--- src/rtl/xgmii_rx_decoder.sv ---
// 64b/66b receive block decoder (Clause 49 subset), 32-bit datapath in, two XGMII words out per block.
// Optional saturating error-block counter on o_err_count when XGMII_DEC_ERR_CNT_EN is defined.
module xgmii_rx_decoder #(
  parameter int DATA_WIDTH = 32,
  parameter int CTRL_WIDTH = DATA_WIDTH / 8,
  parameter int HDR_WIDTH  = 2
) (
  input  logic                  i_clk,
  input  logic                  i_reset_n,
  input  logic [DATA_WIDTH-1:0] i_rx_data,
  input  logic                  i_rx_data_valid,
  input  logic [HDR_WIDTH-1:0]  i_rx_hdr,
  input  logic                  i_rx_hdr_valid,
  input  logic                  i_block_lock,
  output logic [DATA_WIDTH-1:0] o_xgmii_txd,
  output logic [CTRL_WIDTH-1:0] o_xgmii_txc,
  output logic                  o_xgmii_valid
`ifdef XGMII_DEC_ERR_CNT_EN
  ,
  output logic [15:0]           o_err_count
`endif
);

  logic                    phase;
  logic [DATA_WIDTH-1:0]   lo_q;
  logic [HDR_WIDTH-1:0]    hdr_q;
  logic [63:0]             dec_d_q;
  logic [7:0]              dec_c_q;
  logic [1:0]              vld_pipe;

  logic                    cap_hi;
  logic [63:0]             blk, sh;
  logic [63:0]             dec_d;
  logic [7:0]              dec_c;
  logic                    bad, dec_err, term;
  int                      tk;

  // Only a header-less word in second-half phase completes a block.
  assign cap_hi = i_rx_data_valid && !i_rx_hdr_valid && phase;

  always_comb begin
    blk     = {i_rx_data, lo_q};
    sh      = blk >> 8;
    dec_d   = '0;
    dec_c   = '0;
    bad     = 1'b0;
    term    = 1'b1;
    tk      = 0;
    case (blk[7:0])
      8'h87:   tk = 0;
      8'h99:   tk = 1;
      8'hAA:   tk = 2;
      8'hB4:   tk = 3;
      8'hCC:   tk = 4;
      8'hD2:   tk = 5;
      8'hE1:   tk = 6;
      8'hFF:   tk = 7;
      default: term = 1'b0;
    endcase

    if (hdr_q == 2'b01) begin
      dec_d = blk;
      dec_c = 8'h00;
    end else if (hdr_q == 2'b10) begin
      case (blk[7:0])
        8'h1E: begin
          for (int i = 0; i < 8; i++)
            dec_d[8*i +: 8] = (blk[8+7*i +: 7] == 7'd0) ? 8'h07 : 8'hFE;
          dec_c = 8'hFF;
        end
        8'h78: begin
          dec_d = {blk[63:8], 8'hFB};
          dec_c = 8'h01;
        end
        8'h33: begin
          dec_d = {blk[63:40], 8'hFB, 32'h0707_0707};
          dec_c = 8'h1F;
        end
        8'h4B: begin
          dec_d = {32'h0707_0707, blk[31:8], 8'h9C};
          dec_c = 8'hF1;
        end
        default: begin
          if (term) begin
            for (int i = 0; i < 8; i++) begin
              if (i < tk) begin
                dec_d[8*i +: 8] = sh[8*i +: 8];
                dec_c[i]        = 1'b0;
              end else if (i == tk) begin
                dec_d[8*i +: 8] = 8'hFD;
                dec_c[i]        = 1'b1;
              end else begin
                dec_d[8*i +: 8] = 8'h07;
                dec_c[i]        = 1'b1;
              end
            end
          end else begin
            bad = 1'b1;
          end
        end
      endcase
    end else begin
      bad = 1'b1;
    end

    // Loss of lock overrides whatever the block decoded to.
    dec_err = bad || !i_block_lock;
    if (dec_err) begin
      dec_d = {8{8'hFE}};
      dec_c = 8'hFF;
    end
  end

  always_ff @(posedge i_clk or negedge i_reset_n) begin
    if (!i_reset_n) begin
      phase         <= 1'b0;
      lo_q          <= '0;
      hdr_q         <= '0;
      dec_d_q       <= '0;
      dec_c_q       <= '0;
      vld_pipe      <= '0;
      o_xgmii_txd   <= 32'h0707_0707;
      o_xgmii_txc   <= 4'hF;
      o_xgmii_valid <= 1'b0;
    end else begin
      if (i_rx_data_valid) begin
        if (i_rx_hdr_valid) begin
          lo_q  <= i_rx_data;
          hdr_q <= i_rx_hdr;
          phase <= 1'b1;
        end else if (phase) begin
          phase <= 1'b0;
        end
      end
      vld_pipe <= {vld_pipe[0], cap_hi};
      if (cap_hi) begin
        dec_d_q <= dec_d;
        dec_c_q <= dec_c;
      end
      // Blocks arrive at most every other cycle, so the two stages never collide.
      if (vld_pipe[0]) begin
        o_xgmii_txd   <= dec_d_q[31:0];
        o_xgmii_txc   <= dec_c_q[3:0];
        o_xgmii_valid <= 1'b1;
      end else if (vld_pipe[1]) begin
        o_xgmii_txd   <= dec_d_q[63:32];
        o_xgmii_txc   <= dec_c_q[7:4];
        o_xgmii_valid <= 1'b1;
      end else begin
        o_xgmii_valid <= 1'b0;
      end
    end
  end

`ifdef XGMII_DEC_ERR_CNT_EN
  always_ff @(posedge i_clk or negedge i_reset_n) begin
    if (!i_reset_n)
      o_err_count <= '0;
    else if (cap_hi && dec_err && o_err_count != 16'hFFFF)
      o_err_count <= o_err_count + 16'd1;
  end
`endif

endmodule

--- config.mk ---
export PLATFORM = sky130hd
export DESIGN_NAME = xgmii_rx_decoder
export DESIGN_NICKNAME = d
export VERILOG_FILES = /design/src/rtl/xgmii_rx_decoder.sv
export SDC_FILE = /design/constraint.sdc
export NUM_CORES = 1
export LEC_CHECK = 0
export CAP_MARGIN = 10
export CORE_MARGIN = 2
export CORE_UTILIZATION = 34
export CTS_CLUSTER_SIZE = 25
export DETAILED_ROUTE_END_ITERATION = 8
export PLACE_DENSITY_LB_ADDON = 0.05
export REMOVE_ABC_BUFFERS = 1
export SKIP_CTS_REPAIR_TIMING = 1
export SYNTH_ARGS = -nofsm -noshare
export SYNTH_HDL_FRONTEND = slang
export SYNTH_SLANG_ARGS = --single-unit
--- constraint.sdc ---
create_clock -name i_clk -period 3 [get_ports i_clk]
set_input_delay 0.45 -clock i_clk [delete_from_list [all_inputs] [get_ports i_clk]]
set_output_delay 0.45 -clock i_clk [all_outputs]
set_load 0.005 [all_outputs]
### After elaboration in Yosys (flattened, before gate mapping)

Cells that the tools add are included.

* mux-type cells: 55
* equality and inequality tests: 21
* reductions and logical operators: 18
* order comparisons: 8

Operators with widths (count)
* 64-bit 2-to-1 mux: 4
* 64-bit case mux with 4 select lines: 1
* 8-bit 2-to-1 mux: 28
* 4-bit by 32-bit equality test with 1-bit output (first input constant): 4
* 4-bit by 32-bit less-than comparator with 1-bit output (first input constant): 4
* 3-bit by 32-bit equality test with 1-bit output (first input constant): 2
* 8-bit equality test (second input constant): 8
* 3-bit by 32-bit less-than comparator with 1-bit output (first input constant): 2
* 32-bit 2-to-1 mux: 2
* 7-bit logical NOT: 8
* 2-bit by 32-bit equality test with 1-bit output (first input constant): 1
* 32-bit logical NOT: 1
* 1-bit by 32-bit less-than comparator with 1-bit output (first input constant): 1
* 2-bit by 32-bit less-than comparator with 1-bit output (first input constant): 1
* 8-bit case mux with 4 select lines: 1
* 3-bit case mux with 7 select lines: 1
* 8-bit by 7-bit equality test with 1-bit output (second input constant): 2
* 1-bit 2-to-1 mux: 16
* 8-bit by 5-bit equality test with 1-bit output (second input constant): 1
* 8-bit by 6-bit equality test with 1-bit output (second input constant): 1
* 4-bit 2-to-1 mux: 2
* 8-bit OR reduction: 1
* 4-bit OR reduction: 1
* 2-bit by 1-bit equality test with 1-bit output (second input constant): 1
* 6 further kinds: 8

* register bits: 146
* output and inout bits: 37
* logic and storage cells: 111

### Longest topological paths before layout

Gate-level depths: netlist of run 1.

* word-level depth: 10
* mapped depth: 9
* mapped depth without buffers: 7

### Worst setup path before layout of run 1

OpenSTA, ideal clock, no wires.

* path type: flip-flop to flip-flop
* start: register lo_q[0]
* end: register dec_d_q[34]
* data arrival time: 2.201 ns
* slack: 0.673 ns
* setup time: 0.126 ns
* buffers on the path: 2
* stages on the path, launching flop included: 9
* data required time: 2.874 ns
* cell sequence: dfrtp_1 -> nand4bb_1 -> or4_1 -> buf_2 -> o311a_4 -> a31oi_4 -> o211ai_2 -> buf_4 -> o32a_1

* cells in the longest elaborated chain, start to end: 9

Ends and longest elaborated chain
* start, declared: RTL line 25 `logic [DATA_WIDTH-1:0] lo_q;`
* start signal, assigned: RTL line 128 `lo_q <= i_rx_data;`
* 8-bit equality test: RTL line 49 `case (blk[7:0])`
* 3-bit case mux with 7 select lines or 8-bit OR reduction (tied branches)
* 4-bit by 32-bit less-than comparator with 1-bit output or 1-bit 2-to-1 mux (tied branches): RTL line 86, 49
* 8-bit 2-to-1 mux or 1-bit 2-to-1 mux (tied branches): RTL line 86, 84
* 64-bit 2-to-1 mux or 1-bit 2-to-1 mux (tied branches): RTL line 84, 65
* 64-bit case mux with 4 select lines or 1-bit 2-to-1 mux (tied branches): RTL line 65, 64
* 64-bit 2-to-1 mux or 1-bit 2-to-1 mux (tied branches): RTL line 64, 61
* 64-bit 2-to-1 mux or 1-bit logical OR (tied branches): RTL line 61, 107
* 64-bit 2-to-1 mux (*): RTL line 108 `if (dec_err) begin`
* end signal, assigned: RTL line 119 `dec_d_q <= '0;`
* end signal, assigned: RTL line 137 `dec_d_q <= dec_d;`
* end, declared: RTL line 27 `logic [63:0] dec_d_q;`

Mark *: on every way between the ends. The rest lies on a longest branch, timed or not.
A chain may end at the register's enable or synchronous reset.

### Worst setup path after layout of run 1

* start: register lo_q[6]
* end: register dec_d_q[8]

* cells in the longest elaborated chain, start to end: 9

Ends and longest elaborated chain (RTL line)
* 8-bit equality test: 49
* 3-bit case mux with 7 select lines or 8-bit OR reduction (tied branches)
* 2-bit by 32-bit less-than comparator with 1-bit output or 1-bit 2-to-1 mux (tied branches): 86, 49
* 8-bit 2-to-1 mux or 1-bit 2-to-1 mux (tied branches): 86, 84
* 64-bit 2-to-1 mux or 1-bit 2-to-1 mux (tied branches): 84, 65
* 64-bit case mux with 4 select lines or 1-bit 2-to-1 mux (tied branches): 65, 64
* 64-bit 2-to-1 mux or 1-bit 2-to-1 mux (tied branches): 64, 61
* 64-bit 2-to-1 mux or 1-bit logical OR (tied branches): 61, 107
* 64-bit 2-to-1 mux (*): 108

Marked as above.

==> results of run 1 <==
## through the flow
step / hold slack (ns) / cells
5_1_grt: 0.0244 / 1183
6_report: -0.0168 / 1183
4_1_cts: 0.0132 / 1183
2_1_floorplan: 0.154 / 733
3_5_place_dp: 0.478 / 1151
3_3_place_gp: 0.468 / 1151
## layer usage
metal  share of wire (%)  vias up  track usage, %
met3                 5.3       31            3.87
met1                  47     3297            35.1
met2                  46      216            38.7
met4                 1.8        0            7.10
met5                   0        -               0
li1                    -     3082               -
## sequential cells by signal (all words and copies together) (netlist names)
register,cells
dec_d_q,64
lo_q,32
o_xgmii_txd,32
dec_c_q,8
o_xgmii_txc,4
hdr_q,2
vld_pipe,2
o_xgmii_valid,1
phase,1
## placed cells by master, fill, tap and decap left out, types with 6 or more instances in the layout
master,instances
a21oi_1,63
a22oi_1,6
a31oi_1,22
buf_4,60
clkbuf_16,17
clkdlybuf4s50_1,74
dfrtp_1,128
dfstp_2,16
inv_6,6
mux2_2,33
mux2i_1,36
nand2_1,110
nand3_1,9
nor2_1,79
nor2b_1,11
nor3_1,6
nor4_1,9
o21ai_0,74
o21ai_1,11
o22a_1,8
o22ai_1,6
o2bb2ai_1,7
o32a_1,6
## cell families after synthesis
family	Yosys count
and+or+nand+nor	268
buffers and inverters	59
AOI/OAI and AO/OA	245
muxes	69
DFF	146
## worst max-delay path by stage
| stage | to | depth (start not counted) | startpoint | slack, ns |
|---|---|---|---|---|
| floorplan | dec_d_q[43]$_DFFE_PN0P_ | 7 | lo_q[1]$_DFFE_PN0P_ | -0.13 |
| global placement | dec_d_q[8]$_DFFE_PN0P_ | 9 | lo_q[6]$_DFFE_PN0P_ | -0.03 |
| detailed placement | dec_d_q[32]$_DFFE_PN0P_ | 9 | lo_q[6]$_DFFE_PN0P_ | -0.07 |
| CTS | dec_d_q[32]$_DFFE_PN0P_ | 9 | lo_q[6]$_DFFE_PN0P_ | -0.13 |
| global route | dec_d_q[8]$_DFFE_PN0P_ | 9 | lo_q[6]$_DFFE_PN0P_ | -0.006 |
| finish | dec_d_q[8]$_DFFE_PN0P_ | 9 | lo_q[6]$_DFFE_PN0P_ | 0.13 |
## area by class of cell
| class | count | area share, % |
|---|---|---|
| Clock inverter | 14 | 1.68 |
| Timing Repair Buffer | 138 | 13.2 |
| Tap cell | 280 | 3.67 |
| Inverter | 5 | 0.196 |
| Multi-Input combinational cell | 582 | 38.2 |
| Sequential cell | 146 | 38.5 |
| Clock buffer | 18 | 4.60 |
## power breakdown
group,switching (mW),leakage (nW),internal [mW]
registers,0.313,1.58,2.40
clock network,0.995,0.293,1.21
logic,0.639,1.69,0.695
==> results.sh, run 1 <==
export IMPL_io_pins=76
export IMPL_crit_slowest_cell="or4_1"
export IMPL_cp_start_kind="register"
export IMPL_leakage_nw=3.57
export IMPL_power_density_nw_per_um2=654
export IMPL_drc=0
export IMPL_crit_chain="nand4bb_2, or4_1, buf_4, o311a_4, a31oi_4, buf_4, nand3_2, a221oi_4, a221o_1"
export IMPL_status="finished with violations"
export IMPL_postRouteAntennaNets=0
export IMPL_gr_total_overflow=0
export IMPL_cts_tree="built"
export IMPL_grtUsageTotal_pct=24.6
export IMPL_synth_edf_count=0
export IMPL_violations="hold timing"
export IMPL_p_total_mw=6.25
export IMPL_finalHoldViolCount=11
export IMPL_fin_util_pct=43.9
export IMPL_synth_most_common_cell="dfrtp_1"
export IMPL_hpwl_um=20900
export IMPL_slew_violations=0
export IMPL_die_height_um=153
export IMPL_holdWs_ns=-0.0168
export IMPL_critPathTopFamily="simple AND/OR/NAND/NOR gates"
export IMPL_detail_route_wl_per_cell_um=23.8
export IMPL_cts_root_buf="clkbuf_16"
export IMPL_fill_cells=2149
export IMPL_synth_top_area_cell="dfrtp_1"
export IMPL_critical_path_reg2reg_endpoint="dec_d_q[8]$_DFFE_PN0P_"
export IMPL_worst_ep_required_time_ns=3.38
export IMPL_ff_latch_area_um2=3680
export IMPL_die_w_um=153
export IMPL_r2r_cells=9
export IMPL_dieArea_um2=23300
export IMPL_slew_limit_headroom_pct=49.1
export IMPL_setup_slack_ns=0.128
export IMPL_worstPathMaxFanout=7
export IMPL_hold_path_class="in2async"
export IMPL_crit_path_end_kind="register"
export IMPL_reg2reg_slack_ns=0.13
export IMPL_cts_sinks=146
export IMPL_ys_ff_latch=146
export IMPL_placed_area_um2=8910
export IMPL_drive_gt1_share_pct=19.0
export IMPL_ys_flop_type="dfrtp_1"
export IMPL_vias_per_cell=5.60
export IMPL_multi_input_area_um2=3650
export IMPL_cts_buffers=17
export IMPL_clockBufferDepth=2
export IMPL_period_share_pct=95.7
export IMPL_yosys_area_share_xor_xnor_pct=0
export IMPL_syn_area_per_cell_um2=9.55
export IMPL_wirelength_um=28100
export IMPL_area_growth_pct=27.2
export IMPL_clock_fmax_ghz=0.348
export IMPL_num_vias=6626
export IMPL_clkLatencyLatePin_ns=0.44
export IMPL_fin_crit_ns=2.87
export IMPL_cp_arrival_ns=3.25
export IMPL_slowest_delay_ns=0.57
export IMPL_h_tree_depth=4
export IMPL_finalClockSkew_ns=0.0152
export IMPL_initial_utilization_pct=34.5
export IMPL_post_place_ws_ns=-0.0692
export IMPL_drtIter0Drc=464
export IMPL_setup_viol=0
export IMPL_async_reset_ff_share_pct=100
export IMPL_yosys_top_cells_area="dfrtp_1 (43%), dfstp_2 (5.6%), nand2_1 (5.5%)"
export IMPL_grt_max_degree=61
export IMPL_synth_fa_ha_area_share_pct=0
export IMPL_syn_area_um2=7510
export IMPL_setup_tns_ns=0
export IMPL_cp_num_buf_inv=2
export IMPL_synth_compound_area_share_pct=21.1
export IMPL_synth_mux_area_share_pct=9.74
export IMPL_rsz0062_at_grt="true"
export IMPL_rr_startpoint="lo_q[6]$_DFFE_PN0P_"
export IMPL_crit_type="reg2reg"
export IMPL_yosysWarnings=0
export IMPL_synth_cells=787
export IMPL_grt_pass1_wl_um=43600
export IMPL_synth_simple_gate_area_share_pct=17.1
export IMPL_ys_seq_area_share_pct=48.9
export IMPL_synthTopCellsByCount="dfrtp_1 (130), nand2_1 (110), nor2_1 (79)"
export IMPL_synth_top_family_by_area="compound AO/OA/AOI/OAI gates"
export IMPL_diodes=0
export IMPL_design_area_um2=9560
export IMPL_irDropWorstVdd_v=0.000341
export IMPL_synth_top_area_share_pct=43.3
export IMPL_clk_pin_slew_worst_paths_ns=0.07
export IMPL_ys_types=65
export IMPL_final_net_count=929
export IMPL_floorplan_rows=54
export IMPL_cap_violations=0
export IMPL_antenna_found_initial=0
export IMPL_max_slew_worst_pin_slew_ns=0.763
export IMPL_io_buffers=75
export IMPL_fp_coreArea_um2=21800
export IMPL_drtPass1Iterations=6
export IMPL_cpMostUsedCell="buf_4"
export IMPL_gp_congestion=0.910
export IMPL_first_global_vias=6804
No activity file was read; power rests on OpenSTA's default activity.
==> inputs of run 2 (changes only) <==
Settings changed: CORE_UTILIZATION 34 to 35.
==> results.sh, run 2 (same netlist as run 1, synthesis figures left out) <==
export IMPL_clockBufferDepth=2
export IMPL_floorplan_rows=53
export IMPL_reg_largest_list="dec_d_q: 64 flops, lo_q: 32 flops, o_xgmii_txd: 32 flops"
export IMPL_dieArea_um2=22700
export IMPL_cp_arrival_ns=3.24
export IMPL_r2r_cells=10
export IMPL_crit_path_end_kind="register"
export IMPL_wirelength_um=28300
export IMPL_p_total_mw=6.26
export IMPL_final_common_cell="dfrtp_1"
export IMPL_clock_fmax_ghz=0.348
export IMPL_largest_reg_flops=64
export IMPL_io_buffers=75
export IMPL_gp_congestion=0.972
export IMPL_drtPass1Iterations=5
export IMPL_power_density_nw_per_um2=661
export IMPL_clkLatencyLatePin_ns=0.43
export IMPL_grt_max_degree=66
export IMPL_first_global_vias=6768
export IMPL_rsz0062_at_grt="false"
export IMPL_period_share_pct=95.8
export IMPL_drtIter0Drc=401
export IMPL_hold_path_class="in2async"
export IMPL_fin_crit_ns=2.87
export IMPL_leakage_nw=3.52
export IMPL_fill_cells=2047
export IMPL_setup_tns_ns=0
export IMPL_finalClockSkew_ns=0.0131
export IMPL_num_vias=6768
export IMPL_grtUsageTotal_pct=25.7
export IMPL_slew_violations=0
export IMPL_irDropWorstVdd_v=0.000366
export IMPL_crit_type="reg2reg"
export IMPL_detail_route_wl_per_cell_um=24.2
export IMPL_post_place_ws_ns=-0.173
export IMPL_finalHoldViolCount=0
export IMPL_rr_startpoint="lo_q[3]$_DFFE_PN0P_"
export IMPL_grt_pass1_wl_um=42900
export IMPL_hpwl_um=20800
export IMPL_cts_buffers=17
export IMPL_holdWs_ns=0.00236
export IMPL_reg2reg_slack_ns=0.13
export IMPL_slew_limit_headroom_pct=47.7
export IMPL_status="finished, final reports clean"
export IMPL_h_tree_depth=4
export IMPL_area_growth_pct=26.1
export IMPL_postRouteAntennaNets=0
export IMPL_die_height_um=151
export IMPL_initial_utilization_pct=35.7
export IMPL_setup_worst_path_end="dec_d_q[20]$_DFFE_PN0P_"
export IMPL_final_net_count=921
export IMPL_dp_cells=1138
export IMPL_worst_ep_required_time_ns=3.37
export IMPL_setup_viol=0
export IMPL_setup_slack_ns=0.126
export IMPL_vias_per_cell=5.78
export IMPL_fp_coreArea_um2=21000
export IMPL_cts_root_buf="clkbuf_16"
export IMPL_io_pins=76
export IMPL_drc=0
export IMPL_cts_sinks=146
export IMPL_cp_start_kind="register"
export IMPL_clk_pin_slew_worst_paths_ns=0.07
export IMPL_cap_violations=0
export IMPL_slowest_delay_ns=0.49
export IMPL_max_flop_register="dec_d_q"
export IMPL_max_slew_worst_pin_slew_ns=0.782
export IMPL_gr_total_overflow=0
export IMPL_diodes=0
export IMPL_die_w_um=151
export IMPL_antenna_found_initial=1
export IMPL_cpMostUsedCell="buf_4"
export IMPL_crit_start="lo_q[3]$_DFFE_PN0P_"
export IMPL_cts_tree="built"
export IMPL_instances_no_fill=1170
export IMPL_layout_common_cells="dfrtp_1 (126), nand2_1 (110), nor2_1 (79), o21ai_0 (74), clkdlybuf4s50_1 (74)"
export IMPL_drive_gt1_share_pct=18.2
export IMPL_worstPathMaxFanout=11
export IMPL_crit_slowest_cell="dfrtp_1"
export IMPL_critical_path_reg2reg_endpoint="dec_d_q[20]$_DFFE_PN0P_"
export IMPL_crit_chain="buf_4, and4_1, o21ai_1, buf_4, nand2_1, nor2_1, buf_4, o2bb2ai_1, o21ai_1, o22a_1"
[run 2: area by class of cell]
cell class,count,area (um2),area share [%]
sequential,146,3680,38.8
multi-input combinational,582,3610,38.1
timing repair buffer,130,1210,12.8
clock buffer,18,439,4.64
tap,275,344,3.63
clock inverter,14,166,1.76
inverter,5,18.8,0.198
[run 2: metrics by stage]
| stage | area, um2 | util (%) |
|---|---|---|
| 6_report | 9470 | 45.1 |
| 5_1_grt | 9470 | 45.1 |
| 3_5_place_dp | 8860 | 42.1 |
| 2_1_floorplan | 7290 | - |
| 4_1_cts | 9460 | 45.0 |
| 3_3_place_gp | 8860 | 42.1 |
[run 2: critical path: cells and delay by family (launching register included)]
kind                   cells  cell delay (ns)
buffers and inverters      3             0.73
AO/OA/AOI/OAI              4             0.69
AND/OR/NAND/NOR            3             0.89
flip-flops                 1             0.49
[run 2: how the worst min path moves through the flow]
stage,end
2_1_floorplan,dec_c_q[0]$_DFFE_PN0P_
3_3_place_gp,o_xgmii_txd[13]$_DFFE_PN0P_
3_5_place_dp,o_xgmii_txd[13]$_DFFE_PN0P_
4_1_cts,vld_pipe[1]$_DFF_PN0_
5_1_grt,o_xgmii_txd[7]$_DFFE_PN0P_
6_report,vld_pipe[0]$_DFF_PN0_
[run 2: report_power, final]
group	switching (mW)	internal, mW
sequential	0.317	2.40
combinational	0.644	0.688
clock	1.00	1.21
total	1.96	4.30
[run 2: routing by layer]
metal  up-vias  global-route usage, %  routed length (um)
li1       3065                      -                   -
met1      3432                   37.2               13500
met2       229                   40.0               12700
met3        40                   3.79                1390
met4         2                   7.69                 653
met5         -                      0                  17
==> inputs of run 3 (changes only) <==
Settings changed: GPL_ROUTABILITY_DRIVEN set to 0.
==> results.sh, run 3 (same netlist as run 1, synthesis figures left out) <==
export IMPL_status="finished, final reports clean"
export IMPL_use_met1_pct=34.1
export IMPL_grt_pass1_wl_um=38900
export IMPL_first_global_vias=6506
export IMPL_clockBufferDepth=2
export IMPL_drtIter0Drc=535
export IMPL_worstPathMaxFanout=14
export IMPL_layout_common_cells="dfrtp_1 (125), nand2_1 (110), nor2_1 (79), o21ai_0 (74), clkdlybuf4s50_1 (74)"
export IMPL_finalClockSkew_ns=0.0132
export IMPL_grt_max_degree=147
export IMPL_clock_fmax_ghz=0.360
export IMPL_diodes=0
export IMPL_crit_type="reg2reg"
export IMPL_postRouteAntennaNets=0
export IMPL_fin_crit_ns=2.78
export IMPL_worst_ep_required_time_ns=3.36
export IMPL_cts_buffers=17
export IMPL_cts_sinks=146
export IMPL_cts_root_buf="clkbuf_16"
export IMPL_area_growth_pct=23.9
export IMPL_cts_tree="built"
export IMPL_slew_violations=0
export IMPL_crit_chain="or4bb_1, o2bb2a_2, o311a_4, a31oi_4, buf_4, nand3_2, a2111oi_0, a221o_1"
export IMPL_cap_violations=0
export IMPL_gr_total_overflow=0
export IMPL_critPathTopFamily="compound AO/OA/AOI/OAI gates"
export IMPL_antenna_found_initial=0
export IMPL_hpwl_um=17600
export IMPL_crit_slowest_cell="or4bb_1"
export IMPL_reg_largest_list="dec_d_q: 64 flops, lo_q: 32 flops, o_xgmii_txd: 32 flops"
export IMPL_rr_startpoint="lo_q[2]$_DFFE_PN0P_"
export IMPL_die_height_um=151
export IMPL_period_share_pct=92.5
export IMPL_irDropWorstVdd_v=0.000412
export IMPL_grt_met3_usage_pct=4.06
export IMPL_cp_start_kind="register"
export IMPL_reg2reg_slack_ns=0.22
export IMPL_max_slew_worst_pin_slew_ns=0.827
export IMPL_p_total_mw=6.20
export IMPL_grt_use_met2_pct=33.3
export IMPL_grtUsageTotal_pct=22.7
export IMPL_slew_limit_headroom_pct=44.2
export IMPL_drtPass1Iterations=5
export IMPL_max_flop_register="dec_d_q"
export IMPL_dieArea_um2=22700
export IMPL_holdWs_ns=0.110
export IMPL_die_w_um=151
export IMPL_h_tree_depth=4
export IMPL_finalHoldViolCount=0
export IMPL_vias_per_cell=5.69
export IMPL_num_vias=6551
export IMPL_design_area_um2=9310
export IMPL_fp_coreArea_um2=21000
export IMPL_clkLatencyLatePin_ns=0.43
export IMPL_r2r_cells=8
export IMPL_placed_area_um2=8690
export IMPL_slowest_delay_ns=0.54
export IMPL_setup_viol=0
export IMPL_rsz0062_at_grt="false"
export IMPL_drc=0
export IMPL_final_common_cell="dfrtp_1"
export IMPL_leakage_nw=3.42
export IMPL_critical_path_reg2reg_endpoint="dec_d_q[32]$_DFFE_PN0P_"
export IMPL_hold_path_class="in2async"
export IMPL_wirelength_um=24700
export IMPL_floorplan_rows=53
export IMPL_fin_util_pct=44.3
export IMPL_cp_arrival_ns=3.13
export IMPL_cp_num_buf_inv=1
export IMPL_final_net_count=903
export IMPL_detail_route_wl_per_cell_um=21.4
export IMPL_drive_gt1_share_pct=16.5
export IMPL_power_density_nw_per_um2=665
export IMPL_io_buffers=75
export IMPL_largest_reg_flops=64
export IMPL_io_pins=76
export IMPL_clk_pin_slew_worst_paths_ns=0.06
export IMPL_crit_path_end_kind="register"
export IMPL_initial_utilization_pct=35.7
export IMPL_busiest_layer="met1"
export IMPL_setup_tns_ns=0
run 3: cell types whose count changed in the layout (fill, tap and decap cells not counted), sizes merged:
cell      delta
buf         -18
bufinv       +2
clkinv       -2
clkinvlp     +2
inv          -2
run 3: worst max path at each step:
stage / startpoint / to / slack (ns) / cells past startpoint
final: lo_q[2]$_DFFE_PN0P_ / dec_d_q[32]$_DFFE_PN0P_ / 0.22 / 8
after global routing: lo_q[2]$_DFFE_PN0P_ / dec_d_q[32]$_DFFE_PN0P_ / 0.05 / 8
after CTS: lo_q[7]$_DFFE_PN0P_ / dec_d_q[32]$_DFFE_PN0P_ / 0.03 / 8
after detailed placement: i_rx_data[28] / dec_d_q[63]$_DFFE_PN0P_ / -0.04 / 6
after global placement: i_rx_data[28] / dec_d_q[62]$_DFFE_PN0P_ / -0.03 / 6
after floorplan: lo_q[1]$_DFFE_PN0P_ / dec_d_q[43]$_DFFE_PN0P_ / -0.13 / 7
run 3: power breakdown:
group | leakage, nW | switching, mW | total, mW | internal [mW]
Sequential | 1.58 | 0.301 | 2.70 | 2.40
Combinational | 1.56 | 0.600 | 1.27 | 0.667
Clock | 0.284 | 0.910 | 2.23 | 1.32
Total | 3.42 | 1.81 | 6.20 | 4.39
run 3: worst register-to-register path, delay by kind of cell (launching register included):
family                 cells  cell delay (ns)
buffers and inverters      1             0.21
AND/OR/NAND/NOR            2             0.71
flip-flops                 1             0.53
AO/OA/AOI/OAI              5             1.26
run 3: area by class of cell:
| type | count | area (um2) |
|---|---|---|
| fillers | 2063 | 11700 |
| flip-flops and latches | 146 | 3680 |
| multi-input cells | 582 | 3610 |
| repair buffers | 112 | 1050 |
| clock buffers | 18 | 429 |
| well taps | 275 | 344 |
| clock inverters | 14 | 178 |
| inverters | 5 | 18.8 |
run 3: routing by layer:
metal  share of wire (%)  up-vias  wire, um
met3                 6.1       39      1510
met5                   0        -         0
met1                  48     3243     11800
met4                 2.2        0       537
met2                  44      237     10900
li1                    -     3032         -
run 3: stage by stage:
stage	setup slack, ns	instances
3_5_place_dp	-0.0413	1119
6_report	0.224	1152
2_1_floorplan	-0.127	733
3_3_place_gp	-0.0273	1119
4_1_cts	0.0343	1151
5_1_grt	0.0501	1152
